$ cat src/rtl/mem_arbiter.sv
// mem_arbiter
//
// Lets two requesters share one single-port, byte-addressable, 16-bit memory.
// One is an instruction fetch port (read only) and the other is a data port
// (read/write). Each access holds the memory port for MEM_LAT cycles.
// Round-robin arbitration picks between the two. Accesses to odd addresses
// are rejected with an error and never reach the memory.
//
// Ports
//   clk, rst                  clock, synchronous active-low reset
//   i_req, i_addr             fetch request / byte address
//   i_gnt, i_done             fetch accepted / fetch complete pulses
//   i_rdata, i_err            fetched word, unaligned-fetch flag (with i_done)
//   d_req, d_wr, d_addr,      data request, write select, byte address,
//   d_wdata                   write data
//   d_gnt, d_done             data accepted / data complete pulses
//   d_rdata, d_err            read word (0 for writes), unaligned flag
//   mem_enable, mem_wr,       memory pins driven by the arbiter
//   mem_addr, mem_data_in
//   mem_data_out              memory read data (combinational)
//
// state  | meaning
// -------+-------------------------------------------------------
// IDLE   | evaluate requests, latch the winner
// ACCESS | hold memory port for MEM_LAT cycles (down-counter)
// DONE   | one cycle, done (and err) pulse to the owner

module mem_arbiter #(
    parameter int ADDR_WIDTH = 16,
    parameter int MEM_LAT    = 2
) (
    input  logic                  clk,
    input  logic                  rst,
    input  logic                  i_req,
    input  logic [ADDR_WIDTH-1:0] i_addr,
    output logic                  i_gnt,
    output logic                  i_done,
    output logic [15:0]           i_rdata,
    output logic                  i_err,
    input  logic                  d_req,
    input  logic                  d_wr,
    input  logic [ADDR_WIDTH-1:0] d_addr,
    input  logic [15:0]           d_wdata,
    output logic                  d_gnt,
    output logic                  d_done,
    output logic [15:0]           d_rdata,
    output logic                  d_err,
    output logic                  mem_enable,
    output logic                  mem_wr,
    output logic [ADDR_WIDTH-1:0] mem_addr,
    output logic [15:0]           mem_data_in,
    input  logic [15:0]           mem_data_out
);

    typedef enum logic [1:0] {
        S_IDLE   = 2'd0,
        S_ACCESS = 2'd1,
        S_DONE   = 2'd2
    } state_t;

    localparam logic       OWN_I  = 1'b0;
    localparam logic       OWN_D  = 1'b1;
    localparam logic [3:0] LAT_M1 = 4'(MEM_LAT - 1);

    state_t                state_q, state_d;
    logic [3:0]            cnt_q, cnt_d;
    logic                  own_q, own_d;
    logic                  last_q, last_d;
    logic [ADDR_WIDTH-1:0] addr_q, addr_d;
    logic                  wr_q, wr_d;
    logic [15:0]           wdata_q, wdata_d;
    logic                  err_q, err_d;
    logic                  i_gnt_q, i_gnt_d;
    logic                  d_gnt_q, d_gnt_d;
    logic [15:0]           i_rdata_q, i_rdata_d;
    logic [15:0]           d_rdata_q, d_rdata_d;

    logic                  win_d;
    logic [ADDR_WIDTH-1:0] sel_addr;
    logic [15:0]           cap_data;

    // Data wins when it is the only requester, or on a tie when fetch owned
    // the port last.
    assign win_d    = d_req && (!i_req || (last_q == OWN_I));
    assign sel_addr = win_d ? d_addr : i_addr;
    assign cap_data = wr_q ? 16'h0000 : mem_data_out;

    always_comb begin
        state_d   = state_q;
        cnt_d     = cnt_q;
        own_d     = own_q;
        last_d    = last_q;
        addr_d    = addr_q;
        wr_d      = wr_q;
        wdata_d   = wdata_q;
        err_d     = err_q;
        i_gnt_d   = 1'b0;
        d_gnt_d   = 1'b0;
        i_rdata_d = i_rdata_q;
        d_rdata_d = d_rdata_q;

        case (state_q)
            S_IDLE: begin
                if (i_req || d_req) begin
                    own_d   = win_d;
                    last_d  = win_d;
                    addr_d  = sel_addr;
                    wr_d    = win_d && d_wr;
                    wdata_d = win_d ? d_wdata : 16'h0000;
                    err_d   = sel_addr[0];
                    i_gnt_d = !win_d;
                    d_gnt_d = win_d;
                    if (sel_addr[0]) begin
                        // Unaligned: skip the memory, report err with rdata=0.
                        state_d = S_DONE;
                        if (win_d == OWN_D) begin
                            d_rdata_d = 16'h0000;
                        end else begin
                            i_rdata_d = 16'h0000;
                        end
                    end else begin
                        state_d = S_ACCESS;
                        cnt_d   = LAT_M1;
                    end
                end
            end
            S_ACCESS: begin
                if (cnt_q == 4'd0) begin
                    state_d = S_DONE;
                    if (own_q == OWN_D) begin
                        d_rdata_d = cap_data;
                    end else begin
                        i_rdata_d = cap_data;
                    end
                end else begin
                    cnt_d = cnt_q - 4'd1;
                end
            end
            S_DONE: begin
                state_d = S_IDLE;
            end
            default: begin
                state_d = S_IDLE;
            end
        endcase
    end

    always_ff @(posedge clk) begin
        if (!rst) begin
            state_q   <= S_IDLE;
            cnt_q     <= 4'd0;
            own_q     <= OWN_I;
            last_q    <= OWN_D;
            addr_q    <= '0;
            wr_q      <= 1'b0;
            wdata_q   <= 16'h0000;
            err_q     <= 1'b0;
            i_gnt_q   <= 1'b0;
            d_gnt_q   <= 1'b0;
            i_rdata_q <= 16'h0000;
            d_rdata_q <= 16'h0000;
        end else begin
            state_q   <= state_d;
            cnt_q     <= cnt_d;
            own_q     <= own_d;
            last_q    <= last_d;
            addr_q    <= addr_d;
            wr_q      <= wr_d;
            wdata_q   <= wdata_d;
            err_q     <= err_d;
            i_gnt_q   <= i_gnt_d;
            d_gnt_q   <= d_gnt_d;
            i_rdata_q <= i_rdata_d;
            d_rdata_q <= d_rdata_d;
        end
    end

    assign i_gnt   = i_gnt_q;
    assign d_gnt   = d_gnt_q;
    assign i_done  = (state_q == S_DONE) && (own_q == OWN_I);
    assign d_done  = (state_q == S_DONE) && (own_q == OWN_D);
    assign i_err   = i_done && err_q;
    assign d_err   = d_done && err_q;
    assign i_rdata = i_rdata_q;
    assign d_rdata = d_rdata_q;

    // rst gates the strobes combinationally so an in-flight write is dropped
    // in the cycle reset is applied.
    assign mem_enable  = rst && (state_q == S_ACCESS);
    assign mem_wr      = mem_enable && wr_q && (cnt_q == 4'd0);
    assign mem_addr    = (state_q == S_ACCESS) ? addr_q : '0;
    assign mem_data_in = (state_q == S_ACCESS) ? wdata_q : 16'h0000;

endmodule

$ cat config.mk
export PLATFORM = sky130hd
export DESIGN_NAME = mem_arbiter
export DESIGN_NICKNAME = d
export VERILOG_FILES = /design/src/rtl/mem_arbiter.sv
export SDC_FILE = /design/constraint.sdc
export NUM_CORES = 1
export LEC_CHECK = 0
export CAP_MARGIN = 20
export CORE_MARGIN = 4
export CORE_UTILIZATION = 45
export CTS_BUF_LIST = sky130_fd_sc_hd__clkbuf_16
export CTS_CLUSTER_DIAMETER = 80
export DETAILED_ROUTE_END_ITERATION = 6
export GPL_ROUTABILITY_DRIVEN = 0
export GPL_TIMING_DRIVEN = 0
export PLACE_DENSITY = 0.92
export REMOVE_ABC_BUFFERS = 1
export SYNTH_ARGS = -nofsm -noshare
export SYNTH_HDL_FRONTEND = slang
export SYNTH_SLANG_ARGS = --single-unit
$ cat constraint.sdc
create_clock -name clk -period 3 [get_ports clk]
set_input_delay 0.6 -clock clk [delete_from_list [all_inputs] [get_ports clk]]
set_output_delay 0.6 -clock clk [all_outputs]
set_load 0.05 [all_outputs]
Word-level counts from Yosys, hierarchy flattened
Cells that the tools add are included.
{ "totals": {"register_bits": 76, "in_bits": 69, "output_inout_bits": 72, "word_cells": 73} }
{ "op_classes": {"add_sub_neg": 1, "n_eq_ne": 11, "muxes": 25, "bitwise_logic": 2, "reduce_logical": 22} }
{ "op_table": {"columns": ["cell", "n"], "rows": [
  ["2-to-1 mux 16 bit", 15],
  ["case mux 16 bit (2 select lines)", 2],
  ["!= test 2 bit, second input constant", 9],
  ["2-to-1 mux 4 bit", 3],
  ["AND reduction 6 bit", 2],
  ["logical AND 1 bit", 9],
  ["case mux 4 bit (2 select lines)", 1],
  ["2-to-1 mux 2 bit", 3],
  ["zero test 4 bit", 1],
  ["case mux 2 bit (2 select lines)", 1],
  ["AND reduction 2 bit", 2],
  ["AND reduction 4 bit", 1],
  ["subtractor 4 x 1 -> 4 bit, second input constant", 1],
  ["AND reduction 3 bit", 1],
  ["equality test 2 x 1 -> 1 bit, second input constant", 1],
  ["equality test 2 bit, second input constant", 1],
  ["zero test 1 bit", 2],
  ["zero test 2 bit", 1],
  ["logical OR 1 bit", 2],
  ["NOT 1 bit", 2],
  ["nonzero test 2 bit", 1]
]} }

Logic depth before layout (Yosys ltp)
{ "logic_depth": {"ltp_word": 7, "depth_mapped": 7, "ltp_nobuf": 6} }

Least setup slack after synthesis
OpenSTA, ideal clock, no wires.
{ "synth_timing": {"path_type": "register to output", "start": "reg state_q[1]", "end": "out i_err", "arrival_time_ns": 1.918, "required_ns": 2.400, "path_slack_ns": 0.482, "stages_incl_launch_ff": 4, "path_buffers": 0, "cell_sequence": "dfxtp_1 nor2b_1 nor2b_1 and2_1"} }
{ "synth_via": {"elab_chain_len": 3} }
{ "synth_lines": {"columns": ["element", "line_no", "source"], "rows": [
  ["start: declaration", "65", "state_t state_q, state_d;"],
  ["start signal: assignment", "163", "state_q <= state_d;"],
  ["equality test 2 bit", "180", "assign i_done = (state_q == S_DONE) && (own_q == OWN_I);"],
  ["logical AND 1 bit", "180", null],
  ["net i_done", "37", "output logic i_done,"],
  ["logical AND 1 bit", "182", "assign i_err = i_done && err_q;"],
  ["end: declaration", "39", "output logic i_err,"]
]} }
The timed path passes the listed nets, and every way through them passes these cells.

Final worst setup path
{ "layout_timing": {"start": "reg state_q[0]", "end": "out mem_data_in[5]"} }
{ "layout_via": {"elab_chain_len": 2} }
{ "layout_lines": {"columns": ["element", "line_no", "source"], "rows": [
  ["equality test 2 x 1 -> 1 bit", "192", "assign mem_data_in = (state_q == S_ACCESS) ? wdata_q : 16'h0000;"],
  ["2-to-1 mux 16 bit", "192", null],
  ["end: declaration", "51", "output logic [15:0] mem_data_in,"]
]} }
Every way passes these cells.

==> out/results.txt <==
Multi-input logic area - 1500 um2
Reg area - 1500 um2
Starting Density - 46.5%
Post-DP HPWL - 6.36 mm
Largest net degree at the start of global routing - 34
ANT cells - 0
Post-Route Skew - 0.00653 ns
TritonCTS clock tree - built
Max-cap viol count - 0
Drt pass-1 iters - 4
Setup Buffers After CTS - 0
Reg power frac - 37.9%
# clock sinks - 75
TNS Setup - 0 ns
Final Max Tran Viols - 0
ANT nets after route - 0
Count of cell types in the netlist - 43
Core area - 6790 um2
Std cell rows - 30
Fin area - 4950 um2
Area Overhead vs Synth - 56.7%
Sequential share of the synthesized area - 47.5%
Die height - 91.8 um
# setup viols final - 0
Initial antenna violation count - 0
Initial drt markers - 121
Req. time, crit path - 2.40 ns
Post-Synthesis Cells - 321
Ratio of final minimum period to clock period - 94.9%
Vias in the first global route - 2912
DIE WIDTH - 91.8 um
Top cell type's share of synthesized area - 47.5%
Port bufs - 140
Leading area contributor after synthesis - dfxtp_1
Nets - 520
First-pass GRT wire length - 14.2 mm
Num ports - 141
Max IR drop VDD - 388 uV
Worst slew pin tran - 0.975 ns
CP max FO - 14
Static Leakage - 2.04 nW
Number of H-tree levels - 3
Outcome - completed
Mapped Area - 3160 um2
Sw frac - 25.2%
Minimum clock period - 2.85 ns
Num CTS Buffers - 9
# fillers - 509
Final Hold Fails - 0
Worst setup SP type - flop
Vias per inst - 5.27
Gr usage total - 20.8%
Post-synth EDFFs - 0
Most frequent cells in the layout - 117 x clkdlybuf4s50_1, 75 x dfxtp_1, 35 x and2_1
HP Class - flop to flop
Routed via count - 2896
F_max - 351 MHz
Synth warnings - 0
Top post-synthesis cells by area - dfxtp_1 48%, and2_1 6.9%, mux2i_1 4.8%
Ys flop type - dfxtp_1
Final Core Density - 72.9%
Slew margin rel. - 34.9%
Arrival time worst endpoint - 2.25 ns
Clk pin slew, worst setup/hold paths - 0.05 ns
Commonest non-fill, non-tap cell in the layout - clkdlybuf4s50_1
Synth Area per Inst - 9.84 um2
WL/cell - 16.1 um
Placed cells - 533
Tot Pwr - 2.94 mW
Drt total wl - 8.86 mm
Share of layout cells above drive strength 1 - 9.03%
Combinational share of power - 19.2%
CTS Buffer Depth - 2
Worst Path Class, Setup - flop to output port
CP endpoint kind - output port
Finished Layout Cells - 550
Remaining DRCs - 0
DIE AREA - 8420 um2
Clk Latency, worst-skew pair - 0.32 ns
Yosys reg bits - 75
Internal power - 2.20 mW
Dpl cell area - 4590 um2
Async SR Flop Fraction - 0%
RSZ-0062 raised after global routing - no
CTS root buf - clkbuf_16
Remaining Overflow, GRT - 0
Clock Power Share - 42.9%
Switching pwr - 0.742 mW
Pwr per Cell Area - 595 nW/um2
cell families (layout without fill, tap and decap cells):
family	after synthesis	in the layout	synth area share, %
flops	75	75	47.5
simple gates	112	112	19.6
buf+inv	31	164	5.74
mux	16	16	5.23
fa+ha+maj	2	2	0.792
compound gates	85	85	21.1
critical path, cell delays in order, from the launching register on:
cell,delay (ns)
dfxtp_1,0.54
nor2b_4,0.39
and2_1,0.17
clkdlybuf4s50_1,0.81
path summary, 6_finish.rpt:
| path | startpoint | end | slack [ns] | cells past startpoint |
|---|---|---|---|---|
| max reg2reg | last_q | d_rdata[2] | 0.83 | 5 |
| max | state_q[0] | mem_data_in[5] | 0.15 | 3 |
| min reg2reg | d_rdata[6] | d_rdata[6] | 0.45 | 2 |
| min | d_rdata[6] | d_rdata[6] | 0.45 | 2 |
through the flow:
step / hold WS, ns / setup WS, ns
3_5_place_dp: 0.443 / -0.406
3_3_place_gp: 0.434 / -2.02
5_1_grt: 0.474 / 0.0367
6_report: 0.447 / 0.154
2_1_floorplan: 0.434 / 0.112
4_1_cts: 0.450 / 0.00846
registers in the layout, summed over array words and instances, names as in the netlist:
name and cells:
cnt_q 4, own_q 1, i_rdata 16, wr_q 1
i_gnt 1, last_q 1, d_rdata 16, d_gnt 1
addr_q 16, wdata_q 16, state_q 2
synth_stat cells, drive strengths merged (3+ instances only):
cell    number
nand2       21
a32o        18
dfxtp       75
mux2i       15
nor2b        3
clkbuf      10
buf         17
o21ai       20
inv          4
nand3       16
nor2        23
a211oi      16
and3         4
a22o        17
and2        35
a31oi        3
layout make-up:
type	count	share of cell area, %
Clock buffer	9	4.55
Clock inverter	7	2.65
Inverter	4	0.303
Multi-Input combinational cell	215	30.3
Sequential cell	75	30.3
Tap cell	96	2.43
Timing Repair Buffer	144	29.4
routing by layer:
layer / GRT usage [%] / vias up / part of all wire (%)
li1: - / 1415 / -
met1: 22.8 / 1346 / 39
met2: 36.5 / 123 / 49
met3: 8.78 / 12 / 10
met4: 6.31 / 0 / 1.7
met5: 0 / - / 0
power by group through the flow:
stage | Combinational (mW) | Sequential (mW) | Clock, mW
finish | 0.565 | 1.12 | 1.26
global route | 0.609 | 1.12 | 1.33
CTS | 0.554 | 1.12 | 1.29
detailed placement | 0.557 | 1.14 | 0
global placement | 0.530 | 1.13 | 0
floorplan | 0.268 | 1.18 | 0
what timing repair did:
| item | in CTS | in global routing |
|---|---|---|
| setup endpoints to repair | 39 | 2 |
| resized for setup | 25 | 2 |
| pin swaps | 0 | 0 |
| hold buffers | 0 | 0 |
Power figures use the tool's default switching activity.
